==> config.mk <==
export PLATFORM = sky130hd
export DESIGN_NAME = button_debouncer
export DESIGN_NICKNAME = d
export VERILOG_FILES = /design/src/rtl/button_debouncer.sv
export SDC_FILE = /design/constraint.sdc
export NUM_CORES = 1
export LEC_CHECK = 0
export ABC_AREA = 1
export BUFFER_PORTS_ARGS = -buffer_cell sky130_fd_sc_hd__buf_2
export CORE_AREA = 2 2 50 52
export CTS_CLUSTER_DIAMETER = 60
export DETAILED_ROUTE_END_ITERATION = 8
export DIE_AREA = 0 0 52 54
export PLACE_DENSITY = 0.72
export SLEW_MARGIN = 30
export SYNTH_ARGS = -nofsm -noshare
export SYNTH_HDL_FRONTEND = slang
export SYNTH_SLANG_ARGS = --single-unit
==> constraint.sdc <==
create_clock -name clk -period 3.62 [get_ports clk]
set_clock_uncertainty 0.2 [all_clocks]
set_input_delay 0.362 -clock clk [delete_from_list [all_inputs] [get_ports clk]]
set_output_delay 0.362 -clock clk [all_outputs]
set_load 0.02 [all_outputs]
==> src/rtl/button_debouncer.sv <==
// -----------------------------------------------------------------------------
// button_debouncer
//
// Conditions a raw mechanical push-button pin into a clean, glitch-free level
// for the one-pulser stage downstream. The pin is brought into the clk domain
// through a 2-flop synchroniser. A new level is only accepted after it has
// held for STABLE_CYCLES consecutive clocks. Press and release are qualified
// identically.
//
// Optional build macro:
//   DEBOUNCE_INVERT_EN - when defined, the synchroniser samples ~btn_raw so
//                        that an active-low board button reads as pressed
//                        (db_out=1) while the pin is low.
//
// Parameters:
//   STABLE_CYCLES - clocks a new level must hold before acceptance (>= 2)
//   CNT_WIDTH     - stability counter width, 2**CNT_WIDTH >= STABLE_CYCLES
//
// Ports:
//   clk     in   system clock, all state updates on posedge
//   rst     in   synchronous active-high reset
//   btn_raw in   raw button pin, asynchronous to clk, may bounce
//   db_out  out  debounced level
//   busy    out  high while a candidate level change is being qualified
// -----------------------------------------------------------------------------
module button_debouncer #(
  parameter int STABLE_CYCLES = 500000,
  parameter int CNT_WIDTH     = 20
) (
  input  logic clk,
  input  logic rst,
  input  logic btn_raw,
  output logic db_out,
  output logic busy
);

  typedef enum logic [1:0] {
    S_LOW       = 2'b00,
    S_WAIT_HIGH = 2'b01,
    S_HIGH      = 2'b10,
    S_WAIT_LOW  = 2'b11
  } state_t;

  localparam logic [CNT_WIDTH-1:0] CNT_LAST = CNT_WIDTH'(STABLE_CYCLES - 1);
  localparam logic [CNT_WIDTH-1:0] CNT_ONE  = CNT_WIDTH'(1);
  localparam logic [CNT_WIDTH-1:0] CNT_ZERO = '0;

  logic                 sync1;
  logic                 sync2;
  logic                 pin_level;
  state_t               state;
  state_t               state_nxt;
  logic [CNT_WIDTH-1:0] cnt;
  logic [CNT_WIDTH-1:0] cnt_nxt;

`ifdef DEBOUNCE_INVERT_EN
  assign pin_level = ~btn_raw;
`else
  assign pin_level = btn_raw;
`endif

  // Synchroniser. Only sync2 is used past this point; sync1 may go metastable.
  // NOTE: every clocked register here uses non-blocking (<=) assignments so
  // that sync2 picks up the old sync1, not the value written this same edge.
  always_ff @(posedge clk) begin
    if (rst) begin
      sync1 <= 1'b0;
      sync2 <= 1'b0;
    end else begin
      sync1 <= pin_level;
      sync2 <= sync1;
    end
  end

  // State and counter registers; reset discards any partial qualification.
  always_ff @(posedge clk) begin
    if (rst) begin
      state <= S_LOW;
      cnt   <= CNT_ZERO;
    end else begin
      state <= state_nxt;
      cnt   <= cnt_nxt;
    end
  end

  // Next-state logic. The counter is held at zero in the settled states and
  // restarts whenever the candidate level bounces back, so it can never pass
  // CNT_LAST.
  // NOTE: both outputs of this block get a default first so that no path
  // through the case leaves them unassigned, which would infer a latch.
  always_comb begin
    state_nxt = state;
    cnt_nxt   = CNT_ZERO;
    case (state)
      S_LOW: begin
        if (sync2) state_nxt = S_WAIT_HIGH;
      end
      S_WAIT_HIGH: begin
        if (!sync2) begin
          state_nxt = S_LOW;
        end else if (cnt == CNT_LAST) begin
          state_nxt = S_HIGH;
        end else begin
          cnt_nxt = cnt + CNT_ONE;
        end
      end
      S_HIGH: begin
        if (!sync2) state_nxt = S_WAIT_LOW;
      end
      S_WAIT_LOW: begin
        if (sync2) begin
          state_nxt = S_HIGH;
        end else if (cnt == CNT_LAST) begin
          state_nxt = S_LOW;
        end else begin
          cnt_nxt = cnt + CNT_ONE;
        end
      end
      default: begin
        state_nxt = S_LOW;
      end
    endcase
  end

  // Outputs decode the state register only; no path from btn_raw.
  assign db_out = (state == S_HIGH) || (state == S_WAIT_LOW);
  assign busy   = (state == S_WAIT_HIGH) || (state == S_WAIT_LOW);

endmodule

==> results.toml, run 1 <==
[power_and_ir_drop]
power.leakage_nw = 0.433
irDropWorstVdd_uv = 253
power_mw = 0.424
power.density_nw_per_um2 = 333

[timing]
slew_headroom_pct = 84.1
drv_slew = 0
worst_pin_slew_ns = 0.238
rsz0062_at_grt = "false"
hold_viol = 0
fin_crit_ns = 1.76
setup_viol = 0
setup_tns_ns = 0
fin_crit_sh_pct = 48.8
max_freq_ghz = 0.567

[clock_network]
clockBufferDepth = 2
cts_tree = "yes"
clkLatencyLatePin_ns = 0.31
cts_setup_buffers = 0
ctsRootBufferMaster = "clkbuf_4"
path_clk_slew_ns = 0.13
cts_hold_buf = 0
htree_levels = 1
numCtsBuffers = 3
cts_sinks = 24
ctsResizeCount = 0

[drt]
drtAntennaViolNets = 0
dr.pass1.iters = 4
wl_um = 2030
wl_per_cell_um = 10.2
vias = 979
drt-initial-drc-count = 19
via_per_inst = 4.90
drc = 0

[synthesis]
synth_edf_count = 0
synthTopCellsByArea = "dfxtp_1 40%, nor2_1 11%, nand2_1 8.4%"
synth-simple-area-share_pct = 41.3
syn_nets = 169
synth_area_um2 = 1210
synth_top_area_cell = "dfxtp_1"
synth_top_area_share_pct = 39.8
ys_seq_elements = 24
synth_top_family_by_area = "simple AND/OR/NAND/NOR gates"
synth_xor_area_share_pct = 5.81
avgSynthCellArea_um2 = 7.31
yosysUniqueCellTypes = 25
synth_fa_ha_area_share_pct = 1.04
ys_seq_area_share_pct = 39.8
syn_inst = 165
ys.flop_type = "dfxtp_1"
synthMuxAreaShare_pct = 0
synth_warnings = 0
async_flop_share_pct = 0
synth-compound-area-share_pct = 3.22

[place]
port_buffers = 4
placedCellCount = 196
place.gp.congestion = 0.825
hpwlAfterDp_um = 1630

[hold_path]
worst_hold_path_type = "in2reg"

[grt]
grt_max_degree = 19
antenna_found_initial = 0
grt_usage_pct = 16.4
grt_pass1_vias = 880
grt-ovfl-total = 0
grt_pass1_wl_um = 3420

[outcome]
status = "complete, no violations"

[layout]
area_growth_pct = 5.50
multi_input_comb_area_um2 = 619
ff_latch_area_um2 = 480
drive_above_1_share_pct = 17.1
antenna_cells = 0
fill_cells = 222
nets = 175
stdcell_count = 200

[die]
pin_count = 5
die_area_um2 = 2810
coreArea_um2 = 2320
die_width_um = 52
die_h_um = 54
core.rowCount = 18
start_util_pct = 52.0

[setup_path]
startpoint_type = "register"
crit_type = "reg2reg"
worst_setup_path_end_kind = "register"
crit_fanout = 18
crit_required_ns = 3.64
arrival_ns = 1.78

[flow_run]
maxCapViolCount = 0
==> cell usage in the layout, fill, tap and decap left out <==
master / instances
clkbuf_4: 3
nand3_2: 2
nand4_1: 1
clkbuf_8: 1
nor3_2: 2
nand2_2: 4
nor3_1: 5
xnor2_1: 2
o21bai_1: 1
nand3_1: 11
nor2_4: 2
or2_2: 1
a21oi_1: 4
nor2_1: 35
dfxtp_1: 24
a31oi_1: 1
ha_1: 1
o21ai_0: 1
nor2_2: 6
nand3_4: 1
buf_2: 4
xor2_1: 6
nor3b_1: 4
inv_1: 18
nand2_1: 27
inv_2: 3
==> power by group <==
| group | switching (mW) | leakage (nW) | internal, mW |
|---|---|---|---|
| logic | 0.00921 | 0.218 | 0.00633 |
| clock network | 0.0772 | 0.0210 | 0.0615 |
| registers | 0.00223 | 0.194 | 0.267 |
==> registers in the layout (all words and copies together) (netlist names), named ones only <==
name   cells
state      1
cnt       20
sync1      1
sync2      1
==> per-layer routing <==
| layer | vias up | part of all wire [%] | GRT usage (%) |
|---|---|---|---|
| li1 | 521 | - | - |
| met1 | 440 | 44 | 18.6 |
| met2 | 13 | 52 | 30.8 |
| met3 | 5 | 2.2 | 1.67 |
| met4 | 0 | 1.8 | 7.89 |
| met5 | - | 0 | 0 |
==> cell families (layout without fill, tap and decap cells) <==
kind of cell | after synthesis | after routing
AO/OA/AOI/OAI | 7 | 7
XOR/XNOR | 8 | 8
adder cells (fa/ha/maj) | 1 | 1
buffers and inverters | 24 | 29
flip-flops | 24 | 24
AND/OR/NAND/NOR | 101 | 101
==> synth_stat cells, types with 3 or more instances <==
master	count
nor2_1	35
nand2_1	27
dfxtp_1	24
inv_1	18
nand3_1	11
nor2_2	6
xor2_1	6
nor3_1	5
a21oi_1	4
nand2_2	4
nor3b_1	4
inv_2	3
==> path summary, 6_finish.rpt <==
check                           cells after the start  endpoint  slack (ns)    from
worst max-delay path                                8   cnt[19]        1.86  cnt[0]
worst min-delay path                                2     sync1        0.03     rst
worst max register to register                      8   cnt[19]        1.86  cnt[0]
worst min register to register                      2     sync2        0.22   sync1
==> worst max-delay path, stage by stage, from the launching register on <==
cell,delay [ns]
dfxtp_1,0.41
ha_1,0.24
nand3_1,0.13
nor2_1,0.18
nand3_2,0.13
nand3_4,0.20
inv_2,0.07
nand2_1,0.06
nor2_1,0.04
==> layout make-up <==
type	count	area share, %
repair buffers	4	1.57
multi-input cells	117	48.7
clock buffers	4	2.85
well taps	30	2.95
inverters	21	6.19
flip-flops and latches	24	37.8
==> stage by stage <==
stage               worst slack [ns]  utilization, %  instance area (µm²)  hold WS [ns]
floorplan                       2.10               -                 1210         0.188
global placement                1.94            53.3                 1240         0.198
detailed placement              1.86            53.3                 1240         0.211
CTS                             1.83            54.9                 1270        0.0297
global route                    1.72            54.9                 1270        0.0363
finish                          1.86            54.9                 1270        0.0334
(Power assumes the default switching activity.)
==> run 2: changes to the inputs <==
- CORE_AREA: 2 2 50 52 -> 2 2 51 53
- DIE_AREA: 0 0 52 54 -> 0 0 53 55
- clock period: 3.62 -> 1.4 ns (I/O delays scaled with it)
==> run 2 against run 1 <==
The flow now finishes with violations (setup timing). First-iteration DRC count increased by 26%. Sequential cell count did not move. Worst hold slack better by 0.19 ns. Sequential share of layout area is 8.7 points lower. Register-to-register slack got worse by 2.0 ns. Cell area grew 35%. Worst setup slack got worse by 2.0 ns. Largest cell class unchanged. Critical path type unchanged. Clock power increased to 3.7 times the previous value. Core utilization grew 18 points. Non-clock buffer count increased by 35. Count of clock-buffer cells in the layout decreased by 1.
==> results.toml, run 2 (same netlist as run 1, synthesis figures left out) <==
[outcome]
status = "complete, but fails checks"
failed_checks = "setup timing"

[die]
start_util_pct = 51.0
pin_count = 5
die_width_um = 53
core.rowCount = 18
coreArea_um2 = 2360
die_h_um = 55
die_area_um2 = 2920

[power_and_ir_drop]
power.switching_mw = 0.261
power.leakage_nw = 0.675
irDropWorstVdd_uv = 757
swShare_pct = 20.5
power.density_nw_per_um2 = 742
share_comb_of_total_power_pct = 5.1
p_clk_share_pct = 40.3
seqPwrFrac_pct = 54.6
p_int_mw = 1.01

[layout]
final_area_um2 = 1710
nets = 210
area_growth_pct = 41.9
largest_register_ffs = 20
final_util_pct = 72.4
drive_above_1_share_pct = 44.4
antenna_cells = 0
final_cell_mix = "30 x buf_4, 29 x nor2_1, 25 x nand2_1"
fill_cells = 178
regMostFlops = "cnt"
layout_commonest_cell = "buf_4"

[grt]
grt_pass1_wl_um = 4500
grt_usage_pct = 21.6
grt_max_degree = 15
antenna_found_initial = 0
grt-ovfl-total = 0
grt_pass1_vias = 1090

[setup_path]
cp_num_buf_inv = 1
path_common_cell = "nand2_1"
arrival_ns = 1.56
crit_fanout = 4
startpoint_type = "register"
crit_type = "reg2reg"
cpPeakStageDelay_ns = 0.38
cp_slowest_cell = "dfxtp_2"
cp_top_family = "simple AND/OR/NAND/NOR gates"
crit_required_ns = 1.44
path_cells = "ha_4 > inv_1 > nor3_4 > nand3_2 > nor2_2 > nand2_1 > nand2_1 > nor2_1"
worst_setup_path_end_kind = "register"

[place]
placed_cell_area_um2 = 1500
hpwlAfterDp_um = 1900
place.gp.congestion = 0.881
port_buffers = 4
pre_cts_slack_ns = -0.0973

[drt]
via_per_inst = 4.87
drtAntennaViolNets = 0
vias = 1145
dr.pass1.iters = 4
wl_um = 2890
wl_per_cell_um = 12.3
drc = 0
drt-initial-drc-count = 24

[clock_network]
path_clk_slew_ns = 0.14
clockBufferDepth = 2
cts_sinks = 24
htree_levels = 1
numCtsBuffers = 3
cts_tree = "yes"
ctsRootBufferMaster = "clkbuf_4"
clkLatencyLatePin_ns = 0.32

[timing]
max_freq_ghz = 0.660
fin_crit_ns = 1.52
worst_pin_slew_ns = 0.246
slew_headroom_pct = 83.5
drv_slew = 0
setup_viol = 21
fin_crit_sh_pct = 108
rsz0062_at_grt = "true"
hold_viol = 0
worst_slack_ns = -0.115

[flow_run]
maxCapViolCount = 0

[hold_path]
worst_hold_path_type = "reg2reg"
[run 2: cell types whose count changed in the layout (fill, tap and decap cells not counted), sizes merged]
cell / before / now
dlygate4sd3: 0 / 2
bufinv: 0 / 1
buf: 4 / 36
[run 2: cell type report]
cell class | instances | area (µm²) | area share (%)
multi-input cells | 117 | 716 | 41.8
flip-flops and latches | 24 | 497 | 29.0
repair buffers | 39 | 330 | 19.3
inverters | 21 | 78.8 | 4.61
well taps | 30 | 37.5 | 2.19
clock inverters | 1 | 30.0 | 1.75
clock buffers | 3 | 22.5 | 1.32
[run 2: per-stage QoR]
step / power (mW) / TNS (ns) / hold slack (ns) / cells
finish: 1.27 / -1.76 / 0.225 / 235
global route: 1.32 / -3.33 / 0.245 / 235
CTS: 1.28 / -0.840 / 0.231 / 233
detailed placement: 0.766 / -1.26 / 0.156 / 225
global placement: 0.762 / -0.524 / 0.140 / 225
floorplan: 0.745 / 0 / 0.00907 / 165
[run 2: worst min-delay path, stage by stage, from the launching register on]
cell and delay [ns]:
dfxtp_1 0.33, inv_1 0.05, nor2_1 0.03
[run 2: layer usage]
layer	wire, µm	global-route usage, %	vias to the layer above
met5	0	0	-
met4	38	9.40	0
met3	86	3.49	5
met2	1590	39.6	21
met1	1170	24.8	526
li1	-	-	593
[run 2: path summary, 6_finish.rpt]
| check | depth (start not counted) | startpoint | slack, ns | end |
|---|---|---|---|---|
| worst max register to register | 8 | cnt[0] | -0.12 | cnt[18] |
| worst max-delay path | 8 | cnt[0] | -0.12 | cnt[18] |
| worst min register to register | 2 | sync1 | 0.23 | sync2 |
| worst min-delay path | 2 | sync1 | 0.23 | sync2 |
[run 2: timing repair]
action | in CTS | in global routing
gates resized for setup | 18 | 12
setup endpoints to repair | 21 | 22
hold buffers | 2 | 0
cloned | 0 | 1
endpoints found under the hold margin | 4 | 0
pin swaps | 3 | 10
buffers inserted | 2 | 1
[run 2: power groups by stage]
stage	registers, mW	logic (mW)	clock network, mW
floorplan	0.711	0.0334	0
global placement	0.710	0.0522	0
detailed placement	0.711	0.0558	0
CTS	0.695	0.0605	0.520
global route	0.695	0.0701	0.551
finish	0.693	0.0646	0.513
